==> config.mk <==
export PLATFORM = sky130hd
export DESIGN_NAME = axi4_plic_arb
export DESIGN_NICKNAME = d
export VERILOG_FILES = /design/src/rtl/axi4_plic_arb.sv
export SDC_FILE = /design/constraint.sdc
export NUM_CORES = 1
export LEC_CHECK = 0
export BUFFER_PORTS_ARGS = -buffer_cell sky130_fd_sc_hd__buf_2
export CELL_PAD_IN_SITES_DETAIL_PLACEMENT = 1
export CELL_PAD_IN_SITES_GLOBAL_PLACEMENT = 2
export CORE_AREA = 5 5 204 206
export DETAILED_ROUTE_END_ITERATION = 12
export DIE_AREA = 0 0 209 211
export GPL_ROUTABILITY_DRIVEN = 0
export PLACE_DENSITY_LB_ADDON = 0.1
export SYNTH_ARGS = -nofsm -noshare
export SYNTH_HDL_FRONTEND = slang
export SYNTH_SLANG_ARGS = --single-unit
==> constraint.sdc <==
create_clock -name PCLK -period 1.49 [get_ports PCLK]
set_input_delay 0.149 -clock PCLK [delete_from_list [all_inputs] [get_ports PCLK]]
set_output_delay 0.149 -clock PCLK [all_outputs]
set_load 0.02 [all_outputs]
==> src/rtl/axi4_plic_arb.sv <==
// Two-master to one-slave AXI4 arbiter in front of the PLIC register port: one burst in flight, grant held to RLAST / B.
// Build option: define AXI_ARB_FIXED_PRIO_EN for fixed priority (master 0 wins ties) instead of round-robin.
module axi4_plic_arb #(
    parameter int AW = 32,
    parameter int DW = 32
) (
    input  logic            PCLK,
    input  logic            PRESET,
    // master 0
    input  logic [AW-1:0]   m0_araddr,
    input  logic [2:0]      m0_arsize,
    input  logic [7:0]      m0_arlen,
    input  logic [1:0]      m0_arburst,
    input  logic            m0_arvalid,
    output logic            m0_arready,
    output logic [DW-1:0]   m0_rdata,
    output logic [1:0]      m0_rresp,
    output logic            m0_rlast,
    output logic            m0_rvalid,
    input  logic            m0_rready,
    input  logic [AW-1:0]   m0_awaddr,
    input  logic [2:0]      m0_awsize,
    input  logic [7:0]      m0_awlen,
    input  logic [1:0]      m0_awburst,
    input  logic            m0_awvalid,
    output logic            m0_awready,
    input  logic [DW-1:0]   m0_wdata,
    input  logic [DW/8-1:0] m0_wstrb,
    input  logic            m0_wlast,
    input  logic            m0_wvalid,
    output logic            m0_wready,
    output logic [1:0]      m0_bresp,
    output logic            m0_bvalid,
    input  logic            m0_bready,
    // master 1
    input  logic [AW-1:0]   m1_araddr,
    input  logic [2:0]      m1_arsize,
    input  logic [7:0]      m1_arlen,
    input  logic [1:0]      m1_arburst,
    input  logic            m1_arvalid,
    output logic            m1_arready,
    output logic [DW-1:0]   m1_rdata,
    output logic [1:0]      m1_rresp,
    output logic            m1_rlast,
    output logic            m1_rvalid,
    input  logic            m1_rready,
    input  logic [AW-1:0]   m1_awaddr,
    input  logic [2:0]      m1_awsize,
    input  logic [7:0]      m1_awlen,
    input  logic [1:0]      m1_awburst,
    input  logic            m1_awvalid,
    output logic            m1_awready,
    input  logic [DW-1:0]   m1_wdata,
    input  logic [DW/8-1:0] m1_wstrb,
    input  logic            m1_wlast,
    input  logic            m1_wvalid,
    output logic            m1_wready,
    output logic [1:0]      m1_bresp,
    output logic            m1_bvalid,
    input  logic            m1_bready,
    // slave
    output logic [AW-1:0]   s_araddr,
    output logic [2:0]      s_arsize,
    output logic [7:0]      s_arlen,
    output logic [1:0]      s_arburst,
    output logic            s_arvalid,
    input  logic            s_arready,
    input  logic [DW-1:0]   s_rdata,
    input  logic [1:0]      s_rresp,
    input  logic            s_rlast,
    input  logic            s_rvalid,
    output logic            s_rready,
    output logic [AW-1:0]   s_awaddr,
    output logic [2:0]      s_awsize,
    output logic [7:0]      s_awlen,
    output logic [1:0]      s_awburst,
    output logic            s_awvalid,
    input  logic            s_awready,
    output logic [DW-1:0]   s_wdata,
    output logic [DW/8-1:0] s_wstrb,
    output logic            s_wlast,
    output logic            s_wvalid,
    input  logic            s_wready,
    input  logic [1:0]      s_bresp,
    input  logic            s_bvalid,
    output logic            s_bready,
    output logic            grant,
    output logic            busy
);

    typedef enum logic [2:0] {
        IDLE    = 3'd0,
        RD_ADDR = 3'd1,
        RD_DATA = 3'd2,
        WR_ADDR = 3'd3,
        WR_DATA = 3'd4,
        WR_RESP = 3'd5
    } state_t;

    state_t state_r;
    logic   grant_r;
    logic   busy_r;
`ifndef AXI_ARB_FIXED_PRIO_EN
    logic   rr_ptr_r;
`endif
    logic   req0_s;
    logic   req1_s;
    logic   pick_s;
    logic   pick_wr_s;

    // Arbitration: choose the master to serve and whether its write or read goes first
    always_comb begin
        req0_s = m0_arvalid | m0_awvalid;
        req1_s = m1_arvalid | m1_awvalid;
        if (req0_s && req1_s) begin
`ifdef AXI_ARB_FIXED_PRIO_EN
            pick_s = 1'b0;
`else
            pick_s = rr_ptr_r;
`endif
        end else if (req1_s) begin
            pick_s = 1'b1;
        end else begin
            pick_s = 1'b0;
        end
        if (pick_s) begin
            pick_wr_s = m1_awvalid;
        end else begin
            pick_wr_s = m0_awvalid;
        end
    end

    // Transaction FSM with registered grant/busy; the owner is released on RLAST or the B handshake
    always_ff @(posedge PCLK) begin
        if (PRESET) begin
            state_r  <= IDLE;
            grant_r  <= 1'b0;
            busy_r   <= 1'b0;
`ifndef AXI_ARB_FIXED_PRIO_EN
            rr_ptr_r <= 1'b0;
`endif
        end else begin
            case (state_r)
                IDLE: begin
                    if (req0_s || req1_s) begin
                        grant_r <= pick_s;
                        busy_r  <= 1'b1;
                        state_r <= pick_wr_s ? WR_ADDR : RD_ADDR;
                    end
                end
                RD_ADDR: begin
                    if (s_arvalid && s_arready) begin
                        state_r <= RD_DATA;
                    end
                end
                RD_DATA: begin
                    if (s_rvalid && s_rready && s_rlast) begin
                        state_r  <= IDLE;
                        busy_r   <= 1'b0;
`ifndef AXI_ARB_FIXED_PRIO_EN
                        rr_ptr_r <= ~grant_r;
`endif
                    end
                end
                WR_ADDR: begin
                    if (s_awvalid && s_awready) begin
                        state_r <= WR_DATA;
                    end
                end
                WR_DATA: begin
                    if (s_wvalid && s_wready && s_wlast) begin
                        state_r <= WR_RESP;
                    end
                end
                WR_RESP: begin
                    if (s_bvalid && s_bready) begin
                        state_r  <= IDLE;
                        busy_r   <= 1'b0;
`ifndef AXI_ARB_FIXED_PRIO_EN
                        rr_ptr_r <= ~grant_r;
`endif
                    end
                end
                default: begin
                    state_r <= IDLE;
                    busy_r  <= 1'b0;
                end
            endcase
        end
    end

    assign grant = grant_r;
    assign busy  = busy_r;

    // Channel forwarding: only the active phase of the granted master is connected, everything else is 0
    always_comb begin
        m0_arready = 1'b0;
        m0_rdata   = '0;
        m0_rresp   = 2'b00;
        m0_rlast   = 1'b0;
        m0_rvalid  = 1'b0;
        m0_awready = 1'b0;
        m0_wready  = 1'b0;
        m0_bresp   = 2'b00;
        m0_bvalid  = 1'b0;
        m1_arready = 1'b0;
        m1_rdata   = '0;
        m1_rresp   = 2'b00;
        m1_rlast   = 1'b0;
        m1_rvalid  = 1'b0;
        m1_awready = 1'b0;
        m1_wready  = 1'b0;
        m1_bresp   = 2'b00;
        m1_bvalid  = 1'b0;
        s_araddr   = '0;
        s_arsize   = 3'd0;
        s_arlen    = 8'd0;
        s_arburst  = 2'd0;
        s_arvalid  = 1'b0;
        s_rready   = 1'b0;
        s_awaddr   = '0;
        s_awsize   = 3'd0;
        s_awlen    = 8'd0;
        s_awburst  = 2'd0;
        s_awvalid  = 1'b0;
        s_wdata    = '0;
        s_wstrb    = '0;
        s_wlast    = 1'b0;
        s_wvalid   = 1'b0;
        s_bready   = 1'b0;
        case (state_r)
            RD_ADDR: begin
                if (grant_r) begin
                    s_araddr   = m1_araddr;
                    s_arsize   = m1_arsize;
                    s_arlen    = m1_arlen;
                    s_arburst  = m1_arburst;
                    s_arvalid  = m1_arvalid;
                    m1_arready = s_arready;
                end else begin
                    s_araddr   = m0_araddr;
                    s_arsize   = m0_arsize;
                    s_arlen    = m0_arlen;
                    s_arburst  = m0_arburst;
                    s_arvalid  = m0_arvalid;
                    m0_arready = s_arready;
                end
            end
            RD_DATA: begin
                if (grant_r) begin
                    m1_rdata  = s_rdata;
                    m1_rresp  = s_rresp;
                    m1_rlast  = s_rlast;
                    m1_rvalid = s_rvalid;
                    s_rready  = m1_rready;
                end else begin
                    m0_rdata  = s_rdata;
                    m0_rresp  = s_rresp;
                    m0_rlast  = s_rlast;
                    m0_rvalid = s_rvalid;
                    s_rready  = m0_rready;
                end
            end
            WR_ADDR: begin
                if (grant_r) begin
                    s_awaddr   = m1_awaddr;
                    s_awsize   = m1_awsize;
                    s_awlen    = m1_awlen;
                    s_awburst  = m1_awburst;
                    s_awvalid  = m1_awvalid;
                    m1_awready = s_awready;
                end else begin
                    s_awaddr   = m0_awaddr;
                    s_awsize   = m0_awsize;
                    s_awlen    = m0_awlen;
                    s_awburst  = m0_awburst;
                    s_awvalid  = m0_awvalid;
                    m0_awready = s_awready;
                end
            end
            WR_DATA: begin
                if (grant_r) begin
                    s_wdata   = m1_wdata;
                    s_wstrb   = m1_wstrb;
                    s_wlast   = m1_wlast;
                    s_wvalid  = m1_wvalid;
                    m1_wready = s_wready;
                end else begin
                    s_wdata   = m0_wdata;
                    s_wstrb   = m0_wstrb;
                    s_wlast   = m0_wlast;
                    s_wvalid  = m0_wvalid;
                    m0_wready = s_wready;
                end
            end
            WR_RESP: begin
                if (grant_r) begin
                    m1_bresp  = s_bresp;
                    m1_bvalid = s_bvalid;
                    s_bready  = m1_bready;
                end else begin
                    m0_bresp  = s_bresp;
                    m0_bvalid = s_bvalid;
                    s_bready  = m0_bready;
                end
            end
            default: begin
            end
        endcase
    end

endmodule

==> summary.md, run 1 <==
| Metric | Value |
|---|---|
| Core box area | 39500 sq um |
| Clock H-tree levels | 1 |
| Global-route wire length before repair | 41.4 mm |
| Data arrival, critical path | 1530 ps |
| WS Path Type | register to primary output |
| Status | finished, violations left |
| Synth-to-Final Area Change | 229% |
| Crit end category | primary output |
| DR WL/cell | 19.6 um |
| Final slew viol count | 0 |
| Vias | 5773 |
| Antenna Violating Nets Remaining | 0 |
| Syn_nets | 766 |
| Chip Width | 209 um |
| Worst-path maximum fanout | 7 |
| # setup viols final | 221 |
| Max_cap viols | 0 |
| Die height | 211 um |
| Sum Neg Setup Slack | -27780 ps |
| Largest net degree at the start of global routing | 31 |
| Combinational family with the most area after synthesis | multiplexers |
| DR iter-0 viols | 90 |
| Avg Cell Area, Syn | 6.72 sq um |
| Gr ovfl total | 0 |
| Slew HR | 75.4% |
| Async S/R FF share, synth | 0% |
| P_leak | approximately 0.0045 uW |
| IO Port Bufs | about 530 |
| Post-route clock period utilization | 113% |
| Final Hold Vio Count | 0 |
| Layout cells sized above 1 | 87.2% |
| Tmin final | 1680 ps |
| Critical Path End | m1_rdata[21] |
| Worst Max-Slew Pin Slew | 369 ps |
| Drt drc | 0 |
| Number of synthesized flops with an enable pin | 0 |
| Simple-gate share of the synthesized area | 39.2% |
| CTS buffer count | 3 |
| Setup crit start | state_r[2] |
| Synth warnings | 0 |
| RSZ-0062 raised after global routing | true |
| Post-synthesis adder-cell area fraction | 0% |
| PwrDens | 879 nW/um^2 |
| Synthesized area | 3080 sq um |
| Max Fclk | slightly below 600 MHz |
| Hold_buf cts | 0 |
| Post-synthesis sequential area ratio | 3.90% |
| Final Skew | around 3.5 ps |
| Vias in the first global route | slightly below 6000 |
| Area after DPL | 7130 sq um |
| Xor/xnor share of the synthesized area | 0% |
| Synth Register Bits | 6 |
| Max clock buf depth | 2 |
| Antenna violations before repair | 17 |
| Most used DFF post-synth | dfxtp_1 |
| Total routed wirelength | 30.8 mm |
| Die area | 44100 sq um |
| Gr usage total | 12.3% |
| Setup WS post-layout | -191 ps |
| Cell Rows | 73 |
| Mux cell area share after synthesis | 43.6% |
| Violated checks | setup timing |
| Fillers | 4649 |
| Overall Power | 8910 uW |
| Placed wire-length estimate | between 20 and 30 mm |
| Distinct cells, synth | 36 |
| Clock latency at the later pin of the worst-skew pair | between 200 and 250 ps |
| Mapped Cells | 458 |
| R2r setup slk | -90 ps |
| CTS tree | built |
| Worst flop-to-flop path endpoint | state_r[0] |
| Reg clk slew, reported paths | ~40 ps |
| Nets | 1348 |
| Final Cell Area | 10100 sq um |
| Starting Density | 7.80% |
| CP required | roughly 1300 ps |
| CTS root buffer | clkbuf_16 |
| Register area | 135 sq um |
| I/O pin total | 526 |
| VDD IR max | between 0.0003 and 0.0004 V |
| Final hold slack | approximately 160 ps |
| Crit start category | register |
| Hold Path Class | primary input to register |
| Area of the multi-input gates | about 4100 sq um |
| RR Startpoint | grant |
| Worst r2r path cells | 7 |
| Num Clock Sinks | 6 |
| First-pass DRT Iterations | 4 |
| Vias/cell | 3.68 |
| Complex-gate fraction of the synthesized area | 5.36% |
==> repair_timing <==
action / CTS / global route
cloned: 9 / 8
setup buffers: 19 / 4
pin swaps: 39 / 11
gates resized for setup: 365 / 239
setup endpoints to repair: 221 / 222
==> flip-flops by register name, indices dropped and copies added, names as in the netlist <==
register / count
rr_ptr_r: 1
busy: 1
state_r: 3
grant: 1
==> per-layer routing <==
metal | vias to the layer above | share of wire, % | global-route usage [%]
met5 | - | 0.46 | 0
met4 | 18 | 0.95 | 1.62
met3 | 32 | 8.0 | 4.59
met2 | 248 | 56 | 24.6
met1 | 2690 | 35 | 12.5
li1 | 2785 | - | -
==> cell families after synthesis <==
group	count (synthesis)
buffers and inverters	52
AOI/OAI and AO/OA	20
muxes	134
and+or+nand+nor	246
DFF	6
==> critical path: stages, from the launching register on <==
cell	delay [ps]
dfxtp_4	370
nor3b_4	230
buf_6	170
buf_12	130
buf_8	110
and3_4	170
buf_6	110
==> layout by cell type (no fill, tap or decap), drive strengths merged <==
master | synthesis | layout
nand3b | 3 | 3
o31ai | 3 | 3
o311ai | 1 | 1
or3b | 1 | 1
buf | 31 | 617
and2 | 1 | 1
dfxtp | 6 | 6
diode | 0 | 6
nand2 | 7 | 7
a21o | 2 | 2
o221ai | 2 | 2
a21boi | 1 | 1
mux2i | 133 | 133
or4 | 2 | 2
nor3 | 8 | 8
a21oi | 4 | 4
nor2b | 2 | 2
o21ai | 4 | 4
o211ai | 3 | 3
nor2 | 138 | 138
nand2b | 3 | 3
nand3 | 4 | 4
inv | 4 | 4
and3 | 76 | 76
nor3b | 1 | 1
clkbuf | 17 | 12
mux2 | 1 | 1
==> where the power goes <==
group	leakage, uW	switching [uW]	total, uW	internal [uW]
logic	0.00443	3890	8160	4270
clock network	0.0000382	96.0	451	356
registers	0.0000521	79.6	300	221
==> through the flow <==
| step | setup WS, ps | utilization, % | cells |
|---|---|---|---|
| 2_1_floorplan | -69.4 | - | 458 |
| 3_3_place_gp | -144 | 18.1 | 1521 |
| 3_5_place_dp | -142 | 18.1 | 1521 |
| 4_1_cts | -216 | 22.5 | 1552 |
| 5_1_grt | -258 | 25.7 | 1569 |
| 6_report | -191 | 25.7 | 1570 |
==> cells in the mapped netlist, types with 3 or more instances <==
library cell | instances | area share, %
nand2_1 | 7 | 0.85
nor2_1 | 138 | 17
o211ai_1 | 3 | 0.73
nor3_1 | 6 | 0.98
buf_2 | 28 | 4.6
a21oi_1 | 3 | 0.49
dfxtp_1 | 6 | 3.9
nand3b_1 | 3 | 0.73
o31ai_1 | 3 | 0.73
clkbuf_1 | 17 | 2.1
mux2i_1 | 133 | 43
and3_1 | 76 | 15
nand3_1 | 4 | 0.65
inv_1 | 4 | 0.49
==> worst min-delay path by stage <==
stage	startpoint	endpoint	slack, ps	cells after the start
5_1_grt	PRESET	busy	180	2
6_report	PRESET	busy	160	2
3_5_place_dp	PRESET	busy	410	2
4_1_cts	PRESET	busy	170	2
3_3_place_gp	PRESET	busy	410	2
2_1_floorplan	PRESET	grant	210	1
==> area by class of cell <==
cell class	count	share of cell area [%]
Antenna cell	6	0.148
Clock buffer	4	0.777
Inverter	4	0.173
Multi-Input combinational cell	400	40.4
Sequential cell	6	1.33
Tap cell	525	6.48
Timing Repair Buffer	625	50.7
Note: power is estimated with default switching activity, not from simulation.
==> inputs of run 2 (changes only) <==
--- a/config.mk
+++ b/config.mk
@@ -8,9 +8,9 @@
 export BUFFER_PORTS_ARGS = -buffer_cell sky130_fd_sc_hd__buf_2
 export CELL_PAD_IN_SITES_DETAIL_PLACEMENT = 1
 export CELL_PAD_IN_SITES_GLOBAL_PLACEMENT = 2
-export CORE_AREA = 5 5 204 206
+export CORE_AREA = 5 5 200 202
 export DETAILED_ROUTE_END_ITERATION = 12
-export DIE_AREA = 0 0 209 211
+export DIE_AREA = 0 0 205 207
 export GPL_ROUTABILITY_DRIVEN = 0
 export PLACE_DENSITY_LB_ADDON = 0.1
 export SYNTH_ARGS = -nofsm -noshare
==> constraint.sdc (replaced) <==
create_clock -name PCLK -period 2.15 [get_ports PCLK]
set_input_delay 0.215 -clock PCLK [delete_from_list [all_inputs] [get_ports PCLK]]
set_output_delay 0.215 -clock PCLK [all_outputs]
set_load 0.02 [all_outputs]
==> summary.md, run 2 (synthesis results as in run 1) <==
| Metric | Value |
|---|---|
| Met3 usage | 2.75% (was 4.59%) |
| Die area | 42400 sq um (was 44100 sq um) |
| Min-delay src | PRESET (unchanged) |
| Crit start category | register (unchanged) |
| Core box area | 38100 sq um (was 39500 sq um) |
| Max reg flops | 3 (unchanged) |
| Nets | 1264 (was 1348) |
| RR Startpoint | state_r[0] (was grant) |
| Hold Path Class | primary input to register (unchanged) |
| Post-CTS Setup Repair Bufs | 0 (was 19) |
| Cell Rows | 72 (was 73) |
| Placed wire-length estimate | 21.9 mm (was 25.4 mm) |
| CP max-delay cell | dfxtp_4 (unchanged) |
| Setup crit start | grant (was state_r[2]) |
| Final Hold Vio Count | 0 (unchanged) |
| Vias/cell | 3.53 (was 3.68) |
| Tmin final | approximately 1900 ps |
| Met1 Use GR | 11.1% (was 12.5%) |
| Gr usage total | 11.0% (was 12.3%) |
| Worst path top cell family by delay | buffers and inverters (unchanged) |
| Die height | 207 um (was 211 um) |
| Reg clk slew, reported paths | 40 ps (about the same) |
| Clock latency at the later pin of the worst-skew pair | 230 ps (about the same) |
| DR iter-0 viols | 196 (was 90) |
| Final Skew | 6.67 ps (was 3.52 ps) |
| CP required | 1930 ps (was 1340 ps) |
| RSZ-0062 raised after global routing | false (was true) |
| Hold_buf cts | 0 (unchanged) |
| Layout cells sized above 1 | 58.3% (was 87.2%) |
| PwrDens | 564 nW/um^2 (was 879 nW/um^2) |
| First-pass DRT Iterations | 4 (unchanged) |
| Clock H-tree levels | 1 (unchanged) |
| Worst Max-Slew Pin Slew | 536 ps (was 369 ps) |
| Most frequent cells in the layout | buf_2 (525), nor2_1 (138), mux2i_1 (133), and3_1 (76), buf_4 (10) (was buf_2 (352), buf_6 (170), nor2_2 (114), mux2i_1 (53), buf_4 (53)) |
| Global-route wire length before repair | 36.2 mm (was 41.4 mm) |
| Max_cap viols | 0 (unchanged) |
| Synth-to-Final Area Change | 108% (was 229%) |
| CTS root buffer | clkbuf_16 (unchanged) |
| Area after DPL | 6330 sq um (was 7130 sq um) |
| Commonest non-fill, non-tap cell in the layout | buf_2 (unchanged) |
| CTS tree | built (unchanged) |
| GR peak layer | met2 (unchanged) |
| CTS buffer count | 3 (unchanged) |
| Drt drc | 0 (unchanged) |
| Final slew viol count | 0 (unchanged) |
| Fillers | 4802 (was 4649) |
| Max clock buf depth | 2 (unchanged) |
| DR WL/cell | 17.3 um (was 19.6 um) |
| VDD IR max | 0.000303 V (was 0.000341 V) |
| Sum Neg Setup Slack | 0 ps (was -27780 ps) |
| Buf+Inv Stages, Crit Path | 2 (was 4) |
| Status | finished clean (was finished, violations left) |
| Final Cell Area | 6410 sq um (was 10100 sq um) |
| Final hold slack | 214 ps (was 157 ps) |
| Vias | 5203 (was 5773) |
| Post-route clock period utilization | 89.3% |
| Gr ovfl total | 0 (unchanged) |
| Data arrival, critical path | 1700 ps (was 1530 ps) |
| IO Port Bufs | 525 (unchanged) |
| Num Clock Sinks | 6 (unchanged) |
| Antenna violations before repair | 6 (was 17) |
| # setup viols final | 0 (was 221) |
| Post-CTS sizing | 0 (was 365) |
| Largest Register | state_r (unchanged) |
| P_leak | 0.00371 uW (was 0.00452 uW) |
| CP peak stage delay | 540 ps (was 370 ps) |
| Total routed wirelength | 25.5 mm (was 30.8 mm) |
| Starting Density | 8.08% (was 7.80%) |
| Largest net degree at the start of global routing | 55 (was 31) |
| WS Path Type | register to primary output (unchanged) |
| Crit end category | primary output (unchanged) |
| Vias in the first global route | 5343 (was 5935) |
| I/O pin total | 526 (unchanged) |
| Cell Chain, Critical Path | buf_12, mux2i_1, nor2_1, buf_2 (was nor3b_4, buf_6, buf_12, buf_8, and3_4, buf_6) |
| Worst-path maximum fanout | 54 (was 7) |
| Slew HR | 64.3% (was 75.4%) |
| Met2 capacity usage during global routing | 23.2% (was 24.6%) |
| Max Fclk | 521 MHz |
| Antenna Violating Nets Remaining | 0 (unchanged) |
| Chip Width | 205 um (was 209 um) |
## run 2: changes by cell type in the layout (fill, tap and decap cells not counted), sizes merged
cell / before / now
clkbuf: 12 / 4
buf: 617 / 541
diode: 6 / 2
## run 2: report_power, final
part	total (uW)	internal [uW]	switching (uW)
registers	221	143	77.2
clock network	311	246	64.4
logic	3080	1180	1900
total	3610	1570	2040
## run 2: path summary, 6_finish.rpt
kind         depth (start not counted)  slack (ps)           end
min reg2reg                          2         490          busy
min                                  2         210          busy
max                                  4         230  s_awaddr[18]
max reg2reg                          6         390    state_r[2]
## run 2: per-layer routing
| layer | part of all wire [%] | vias up | wire length [um] |
|---|---|---|---|
| li1 | - | 2593 | - |
| met1 | 34 | 2380 | 8690 |
| met2 | 58 | 214 | 14800 |
| met3 | 7.8 | 10 | 1990 |
| met4 | 0.090 | 6 | 23 |
| met5 | 0.18 | - | 47 |
## run 2: stage by stage
| stage | total power [uW] | setup slack, ps | util [%] | std cells |
|---|---|---|---|---|
| floorplan | 2130 | 432 | - | 458 |
| global placement | 3430 | 320 | 16.6 | 1469 |
| detailed placement | 3400 | 314 | 16.6 | 1469 |
| CTS | 3730 | 178 | 16.8 | 1473 |
| global route | 3930 | 92.3 | 16.8 | 1474 |
| finish | 3610 | 230 | 16.8 | 1475 |
## run 2: final cells by class
cell class                      instances  area, sq um  area share, %
Sequential cell                         6          124           1.93
Timing Repair Buffer                  541         2820           44.0
Inverter                                4         15.0          0.234
Tap cell                              518          648           10.1
Multi-Input combinational cell        400         2720           42.4
Antenna cell                            2         5.00         0.0781
Clock buffer                            4         78.8           1.23
## run 2: worst register-to-register path, cell delays in order (launching register included)
cell      delay, ps
dfxtp_1         420
nand3b_1        170
buf_4           440
a21o_1          160
o221ai_2        150
o211ai_1        200
o31ai_1          90
